`config.mk`:
```
export PLATFORM = sky130hd
export DESIGN_NAME = ex_muldiv
export DESIGN_NICKNAME = d
export VERILOG_FILES = /design/src/rtl/ex_muldiv_pkg.sv /design/src/rtl/ex_muldiv_md_step.sv /design/src/rtl/ex_muldiv.sv
export SDC_FILE = /design/constraint.sdc
export NUM_CORES = 1
export LEC_CHECK = 0
export ABC_AREA = 1
export CORE_ASPECT_RATIO = 1.5
export CORE_UTILIZATION = 61
export CTS_CLUSTER_DIAMETER = 150
export DETAILED_ROUTE_END_ITERATION = 8
export PLACE_DENSITY = 0.93
export SYNTH_ARGS = -nofsm -noshare
export SYNTH_HDL_FRONTEND = slang
export SYNTH_SLANG_ARGS = --single-unit
```
`constraint.sdc`:
```
create_clock -name clk -period 3.7 [get_ports clk]
set_input_delay 0.37 -clock clk [delete_from_list [all_inputs] [get_ports clk]]
set_output_delay 0.37 -clock clk [all_outputs]
set_load 0.05 [all_outputs]
```
`src/rtl/ex_muldiv_pkg.sv`:
```
// ---------------------------------------------------------------------------
// ex_muldiv_pkg
// Shared definitions for the execute-stage multiply/divide unit:
//   - MD_* operation encodings carried on the 2-bit op select
//   - FSM state encoding (IDLE / CALC / FIX)
//   - ITER_COUNT: number of radix-2 iterations per operation
// Optional feature macro used by the importing RTL: MULDIV_SIGNED_EN.
// ---------------------------------------------------------------------------
package ex_muldiv_pkg;

  localparam int ITER_COUNT = 32;
  localparam int CNT_W      = $clog2(ITER_COUNT);

  typedef enum logic [1:0] {
    MD_MULTU = 2'b00,
    MD_MULT  = 2'b01,
    MD_DIVU  = 2'b10,
    MD_DIV   = 2'b11
  } md_op_e;

  typedef enum logic [1:0] {
    ST_IDLE = 2'b00,
    ST_CALC = 2'b01,
    ST_FIX  = 2'b10
  } md_state_e;

  function automatic logic md_is_div(input logic [1:0] op);
    return op[1];
  endfunction

  function automatic logic md_is_signed(input logic [1:0] op);
    return (op == MD_MULT) || (op == MD_DIV);
  endfunction

endpackage

```
`src/rtl/ex_muldiv_md_step.sv`:
```
// ---------------------------------------------------------------------------
// ex_muldiv_md_step
// Combinational single iteration of the radix-2 multiply/divide datapath.
//   Multiply (shift-add): {acc,q} holds {partial product high, multiplier};
//     the multiplicand b is added when q[0] is set, then the pair shifts right.
//   Divide (restoring): {acc,q} holds {partial remainder, dividend/quotient};
//     the pair shifts left, b is trial-subtracted and the quotient bit enters
//     at q[0].
// Ports:
//   is_div_i        1      select divide step (0 = multiply step)
//   acc_i / acc_o   WIDTH  upper working register in / out
//   q_i / q_o       WIDTH  lower working register in / out
//   b_i             WIDTH  multiplicand or divisor magnitude
// ---------------------------------------------------------------------------
module ex_muldiv_md_step #(
  parameter int WIDTH = 32
) (
  input  logic             is_div_i,
  input  logic [WIDTH-1:0] acc_i,
  input  logic [WIDTH-1:0] q_i,
  input  logic [WIDTH-1:0] b_i,
  output logic [WIDTH-1:0] acc_o,
  output logic [WIDTH-1:0] q_o
);

  logic [WIDTH:0]   sum;
  logic [WIDTH:0]   shifted;
  logic [WIDTH-1:0] diff;

  always_comb begin
    sum     = {1'b0, acc_i} + (q_i[0] ? {1'b0, b_i} : {(WIDTH+1){1'b0}});
    shifted = {acc_i, q_i[WIDTH-1]};
    // Only used when shifted >= b, so the result always fits in WIDTH bits.
    diff    = shifted[WIDTH-1:0] - b_i;
    if (is_div_i) begin
      if (shifted >= {1'b0, b_i}) begin
        acc_o = diff;
        q_o   = {q_i[WIDTH-2:0], 1'b1};
      end else begin
        acc_o = shifted[WIDTH-1:0];
        q_o   = {q_i[WIDTH-2:0], 1'b0};
      end
    end else begin
      // Carry out of the add becomes the new MSB of the shifted pair.
      acc_o = sum[WIDTH:1];
      q_o   = {sum[0], q_i[WIDTH-1:1]};
    end
  end

endmodule

```
`src/rtl/ex_muldiv.sv`:
```
// ---------------------------------------------------------------------------
// ex_muldiv
// Execute-stage multi-cycle multiply/divide unit with architectural HI/LO.
// One operation takes 1 capture + 32 CALC + 1 FIX cycles; stall is asserted
// for every non-IDLE state and done pulses for one cycle after HI/LO update.
// Divide by zero yields LO = all ones, HI = dividend as captured; in signed
// mode 0x80000000 / -1 yields LO = 0x80000000, HI = 0 (both fall out of the
// magnitude datapath plus the sign fix-up below).
// Build option: MULDIV_SIGNED_EN -- when defined op[0] selects signed
// operation (magnitude capture and FIX sign correction are built); when
// undefined every operation is unsigned and FIX is a plain write cycle.
// Ports:
//   clk, rst        clock (rising edge), asynchronous active-high reset
//   start, op       launch request and MD_* operation select (IDLE only)
//   srcA, srcB      rs / rt operands
//   flush           cancel in-flight operation / block a launch in IDLE
//   hi_we, lo_we    MTHI / MTLO write enables (IDLE only), data on wdata
//   stall           high whenever the FSM is not IDLE
//   done            one-cycle pulse after HI/LO were written by an operation
//   hi, lo          HI / LO registers
// ---------------------------------------------------------------------------
module ex_muldiv
  import ex_muldiv_pkg::*;
#(
  parameter int WIDTH = 32
) (
  input  logic             clk,
  input  logic             rst,
  input  logic             start,
  input  logic [1:0]       op,
  input  logic [WIDTH-1:0] srcA,
  input  logic [WIDTH-1:0] srcB,
  input  logic             flush,
  input  logic             hi_we,
  input  logic             lo_we,
  input  logic [WIDTH-1:0] wdata,
  output logic             stall,
  output logic             done,
  output logic [WIDTH-1:0] hi,
  output logic [WIDTH-1:0] lo
);

  localparam logic [CNT_W-1:0] CNT_LOAD = CNT_W'(ITER_COUNT - 1);

  md_state_e        state_q, state_d;
  logic [CNT_W-1:0] cnt_q, cnt_d;
  logic             done_q, done_d;
  logic [WIDTH-1:0] hi_q, hi_d;
  logic [WIDTH-1:0] lo_q, lo_d;

  logic             is_div_q;
  logic [WIDTH-1:0] acc_q, qr_q, b_q;
  logic [WIDTH-1:0] acc_n, qr_n;
  logic [WIDTH-1:0] mag_a, mag_b;
  logic [WIDTH-1:0] res_hi, res_lo;
  logic             accept;

  function automatic logic [WIDTH-1:0] neg_w(input logic [WIDTH-1:0] v,
                                             input logic             n);
    return n ? (~v + WIDTH'(1)) : v;
  endfunction

  function automatic logic [2*WIDTH-1:0] neg_2w(input logic [2*WIDTH-1:0] v,
                                                input logic               n);
    return n ? (~v + (2*WIDTH)'(1)) : v;
  endfunction

  assign accept = (state_q == ST_IDLE) && start && !flush;

`ifdef MULDIV_SIGNED_EN
  logic op_signed;
  logic neg_a, neg_b;
  logic sa_q, sb_q, div0_q;

  assign op_signed = md_is_signed(op);
  assign neg_a     = op_signed & srcA[WIDTH-1];
  assign neg_b     = op_signed & srcB[WIDTH-1];
  assign mag_a     = neg_w(srcA, neg_a);
  assign mag_b     = neg_w(srcB, neg_b);

  always_ff @(posedge clk) begin
    if (accept) begin
      sa_q   <= neg_a;
      sb_q   <= neg_b;
      div0_q <= (srcB == '0);
    end
  end

  // The remainder takes the dividend's sign, which also restores HI = srcA on
  // divide by zero; the all-ones quotient of a zero divisor is left unsigned.
  always_comb begin
    res_hi = acc_q;
    res_lo = qr_q;
    if (is_div_q) begin
      res_lo = neg_w(qr_q, (sa_q ^ sb_q) & ~div0_q);
      res_hi = neg_w(acc_q, sa_q);
    end else begin
      {res_hi, res_lo} = neg_2w({acc_q, qr_q}, sa_q ^ sb_q);
    end
  end
`else
  logic unused_op0;

  assign unused_op0 = op[0];
  assign mag_a      = srcA;
  assign mag_b      = srcB;
  assign res_hi     = acc_q;
  assign res_lo     = qr_q;
`endif

  ex_muldiv_md_step #(
    .WIDTH (WIDTH)
  ) u_step (
    .is_div_i (is_div_q),
    .acc_i    (acc_q),
    .q_i      (qr_q),
    .b_i      (b_q),
    .acc_o    (acc_n),
    .q_o      (qr_n)
  );

  // FSM next state
  always_comb begin
    state_d = state_q;
    case (state_q)
      ST_IDLE: if (start && !flush) state_d = ST_CALC;
      ST_CALC: begin
        if (flush)              state_d = ST_IDLE;
        else if (cnt_q == '0)   state_d = ST_FIX;
      end
      ST_FIX:  state_d = ST_IDLE;
      default: state_d = ST_IDLE;
    endcase
  end

  // FSM outputs: stall decodes the registered state only
  always_comb begin
    stall = (state_q != ST_IDLE);
  end

  // Counter, done and HI/LO next-state
  always_comb begin
    cnt_d  = cnt_q;
    done_d = 1'b0;
    hi_d   = hi_q;
    lo_d   = lo_q;
    if (accept) begin
      cnt_d = CNT_LOAD;
    end else if ((state_q == ST_CALC) && (cnt_q != '0)) begin
      cnt_d = cnt_q - CNT_W'(1);
    end
    if (state_q == ST_IDLE) begin
      if (hi_we) hi_d = wdata;
      if (lo_we) lo_d = wdata;
    end else if ((state_q == ST_FIX) && !flush) begin
      hi_d   = res_hi;
      lo_d   = res_lo;
      done_d = 1'b1;
    end
  end

  // Control and architectural state
  always_ff @(posedge clk or posedge rst) begin
    if (rst) begin
      state_q <= ST_IDLE;
      cnt_q   <= '0;
      done_q  <= 1'b0;
      hi_q    <= '0;
      lo_q    <= '0;
    end else begin
      state_q <= state_d;
      cnt_q   <= cnt_d;
      done_q  <= done_d;
      hi_q    <= hi_d;
      lo_q    <= lo_d;
    end
  end

  // Working datapath: both operations start from {0, |A|} with |B| held aside
  always_ff @(posedge clk) begin
    if (accept) begin
      acc_q    <= '0;
      qr_q     <= mag_a;
      b_q      <= mag_b;
      is_div_q <= md_is_div(op);
    end else if (state_q == ST_CALC) begin
      acc_q <= acc_n;
      qr_q  <= qr_n;
    end
  end

  assign done = done_q;
  assign hi   = hi_q;
  assign lo   = lo_q;

endmodule

```
==> impl_metrics.csv <==
group,metric,value,unit
floorplan,placementRows,63,
worst_hold_path,hp-start,"srcB[25]",
yosys,ys_top_cells_by_area,"nand2_1 (19%), edfxtp_1 (16%), dfrtp_1 (15%), inv_1 (8.1%), ha_1 (6.7%)",
floorplan,die_y,176,um
yosys,yosysWarnings,0,
placed_design,dp_worst_setup_slack,0.941,ns
yosys,synthArstFlopShare,42.6,%
clock_tree,cts_resized,0,
layout,drive_gt1_share,4.43,%
floorplan,initial_core_util,62.5,%
power_and_ir_drop,p_leak,7.43,nW
yosys,ys_seq_area_share,35.6,%
placed_design,portBuffers,168,
routing,postRouteWirelength,40700,um
yosys,syn_avg_cell_area,6.67,um2
clock_tree,numCtsBuffers,17,
global_routing,grt_max_degree,73,
setup_path,max_stage_delay,0.45,ns
setup_path,cp.arrival,3.19,ns
yosys,ys_ff_latch,169,
worst_hold_path,hold_path.class,"in -> reg",
yosys,synthTopCellsByCount,"nand2_1 (623), inv_1 (266), nor2_1 (202)",
setup_path,crit_type,"reg -> reg",
layout,post-route-cell-area,14800,um2
routing,wl_per_cell,18.0,um
floorplan,core,19800,um2
layout,nets,2167,
setup_path,critPathCaptureType,"flop",
routing,num_vias,13212,
clock_tree,cts_sinks,169,
clock_tree,cts_hold_buf,0,
layout,areaGrowthSynthToFinish,19.7,%
timing,rsz0062_at_grt,"no",
global_routing,grt_pass1_vias,12665,
clock_tree,postCtsSetupRepairBufs,0,
setup_path,critPathMostFrequentCell,"nand2_1",
flow_run,maxCapViolCount,0,
timing,fin_skew,0.00853,ns
timing,drv_slew,0,
yosys,synth_top_area_cell,"nand2_1",
clock_tree,clk_pin_slew,0.07,ns
setup_path,start_kind,"flop",
floorplan,dieWidth,118,um
placed_design,place.gp.congestion,0.968,
timing,fin_crit,2.84,ns
global_routing,grt_pass1_wl,63500,um
routing,avgViaCountPerCell,5.83,
timing,slew_headroom,17.3,%
timing,hold_viol,0,
yosys,synth-edff-count,65,
yosys,netlist_instances,1853,
power_and_ir_drop,p_per_area,646,nW/um2
global_routing,antenna_found_initial,0,
routing,dr.pass1.iters,6,
setup_path,cp_cell_sequence,"buf_4 > nand2_1 > inv_1 > ha_1 > nand2_1 > nor2_1 > nand2_1 > nand2_1 > nand2_1 > nand2_1 > nand3_1 > nand2_1 > nand2_1 > nand3_1 > nand2_1 > nor2_1 > nor2_1",
power_and_ir_drop,peakVddDrop,0.000343,V
routing,ant_nets,0,
timing,fin_ws,0.857,ns
timing,post-route-period-util,76.8,%
floorplan,pin_count,170,
clock_tree,cts_tree,"built",
global_routing,grt_usage,39.3,%
routing,drc_errors,0,
yosys,synthFlopType,"dfrtp_1",
placed_design,dpl.hpwl,30500,um
timing,setup_viol,0,
yosys,synth_nets,2025,
timing,worst_pin_slew,1.24,ns
clock_tree,clockBufferDepth,2,
run_status,outcome,"finished clean",
yosys,synth.top_cell.area_share,18.9,%
setup_path,critPathSlowestCell,"edfxtp_1",
setup_path,required,4.04,ns
clock_tree,clk_latency,0.45,ns
placed_design,dpl-instance-area,14200,um2
yosys,synth_area,12400,um2
layout,final_util,74.7,%
setup_path,cp-startpoint,"qr_q[0]",
clock_tree,cts_root_buf,"clkbuf_16",
setup_path,r2r_start,"qr_q[0]",
yosys,yosysUniqueCellTypes,42,
placed_design,placed_cells,2236,
timing,tns,0,ns
clock_tree,htreeDepth,4,
yosys,synth.most_common_cell,"nand2_1",
setup_path,worst-path-max-fanout,31,
global_routing,overflow,0,
routing,drt_iter0_drc,1663,
layout,stdcell_count,2268,
timing,fmax,0.352,GHz
floorplan,dieArea,20800,um2
layout,n_antenna_cell,0,
==> power by group <==
group	switching [mW]	internal [mW]	total [mW]
logic	3.35	1.66	5.01
registers	0.449	2.35	2.80
clock network	0.814	0.931	1.75
total	4.61	4.94	9.56
==> final cells by class <==
type / count / area (um2)
clock buffers: 18 / 429
clock inverters: 14 / 121
fillers: 1615 / 5000
inverters: 270 / 1020
multi-input cells: 1355 / 6710
flip-flops and latches: 169 / 4390
well taps: 260 / 325
repair buffers: 182 / 1790
==> layer usage <==
layer  vias to the layer above  track usage [%]  part of all wire [%]
li1                       6248                -                     -
met1                      6079             44.6                    37
met2                       737             70.6                    50
met3                       148             5.33                   7.0
met4                         0             22.5                   5.6
met5                         -                0                     0
==> worst paths after layout <==
path,endpoint,slack (ns),depth (start not counted)
setup reg to reg,acc_q[22],0.86,17
hold / removal,b_q[25],0.47,1
min in group asynchronous,lo[23],0.52,3
setup / recovery,acc_q[22],0.86,17
max in group asynchronous,hi[4],2.53,3
hold reg to reg,cnt_q[0],0.52,2
==> worst max-delay path: cells and delay by family, from the launching register on <==
kind,cells,cell delay [ns]
DFF,1,0.45
adders and majority gates,1,0.37
and+or+nand+nor,14,1.58
buffers and inverters,2,0.33
==> sequential cells by signal, indices dropped and copies added, names as in the netlist <==
signal	flops
done	1
qr_q	32
hi	32
cnt_q	5
b_q	32
is_div_q	1
lo	32
acc_q	32
state_q	2
==> cell usage in the layout, fill, tap and decap left out, types with 17 or more instances in the layout <==
cell and count:
nand2_1 621, edfxtp_1 65, clkbuf_16 17, ha_1 66, clkdlybuf4s50_1 168, dfxtp_1 32
inv_1 264, a21oi_1 84, nor2_1 200, dfrtp_1 72, nand3_1 85, o21ai_0 76
a31oi_1 97
==> logic make-up (layout without fill, tap and decap cells) <==
| kind of cell | after synthesis | count (layout) | share of synthesized area (%) |
|---|---|---|---|
| XOR/XNOR | 18 | 18 | 1.28 |
| buffers and inverters | 329 | 484 | 10.3 |
| AO/OA/AOI/OAI | 282 | 282 | 12.9 |
| flip-flops | 169 | 169 | 35.6 |
| AND/OR/NAND/NOR | 987 | 987 | 32.9 |
| adder cells (fa/ha/maj) | 68 | 68 | 7.01 |
==> metrics by stage <==
step                total power [mW]  hold slack [ns]
global route                    10.1            0.469
CTS                             9.46            0.464
detailed placement              7.71            0.497
global placement                7.60            0.466
finish                          9.56            0.472
floorplan                       6.21            0.443
Note: power is estimated with default switching activity, not from simulation.
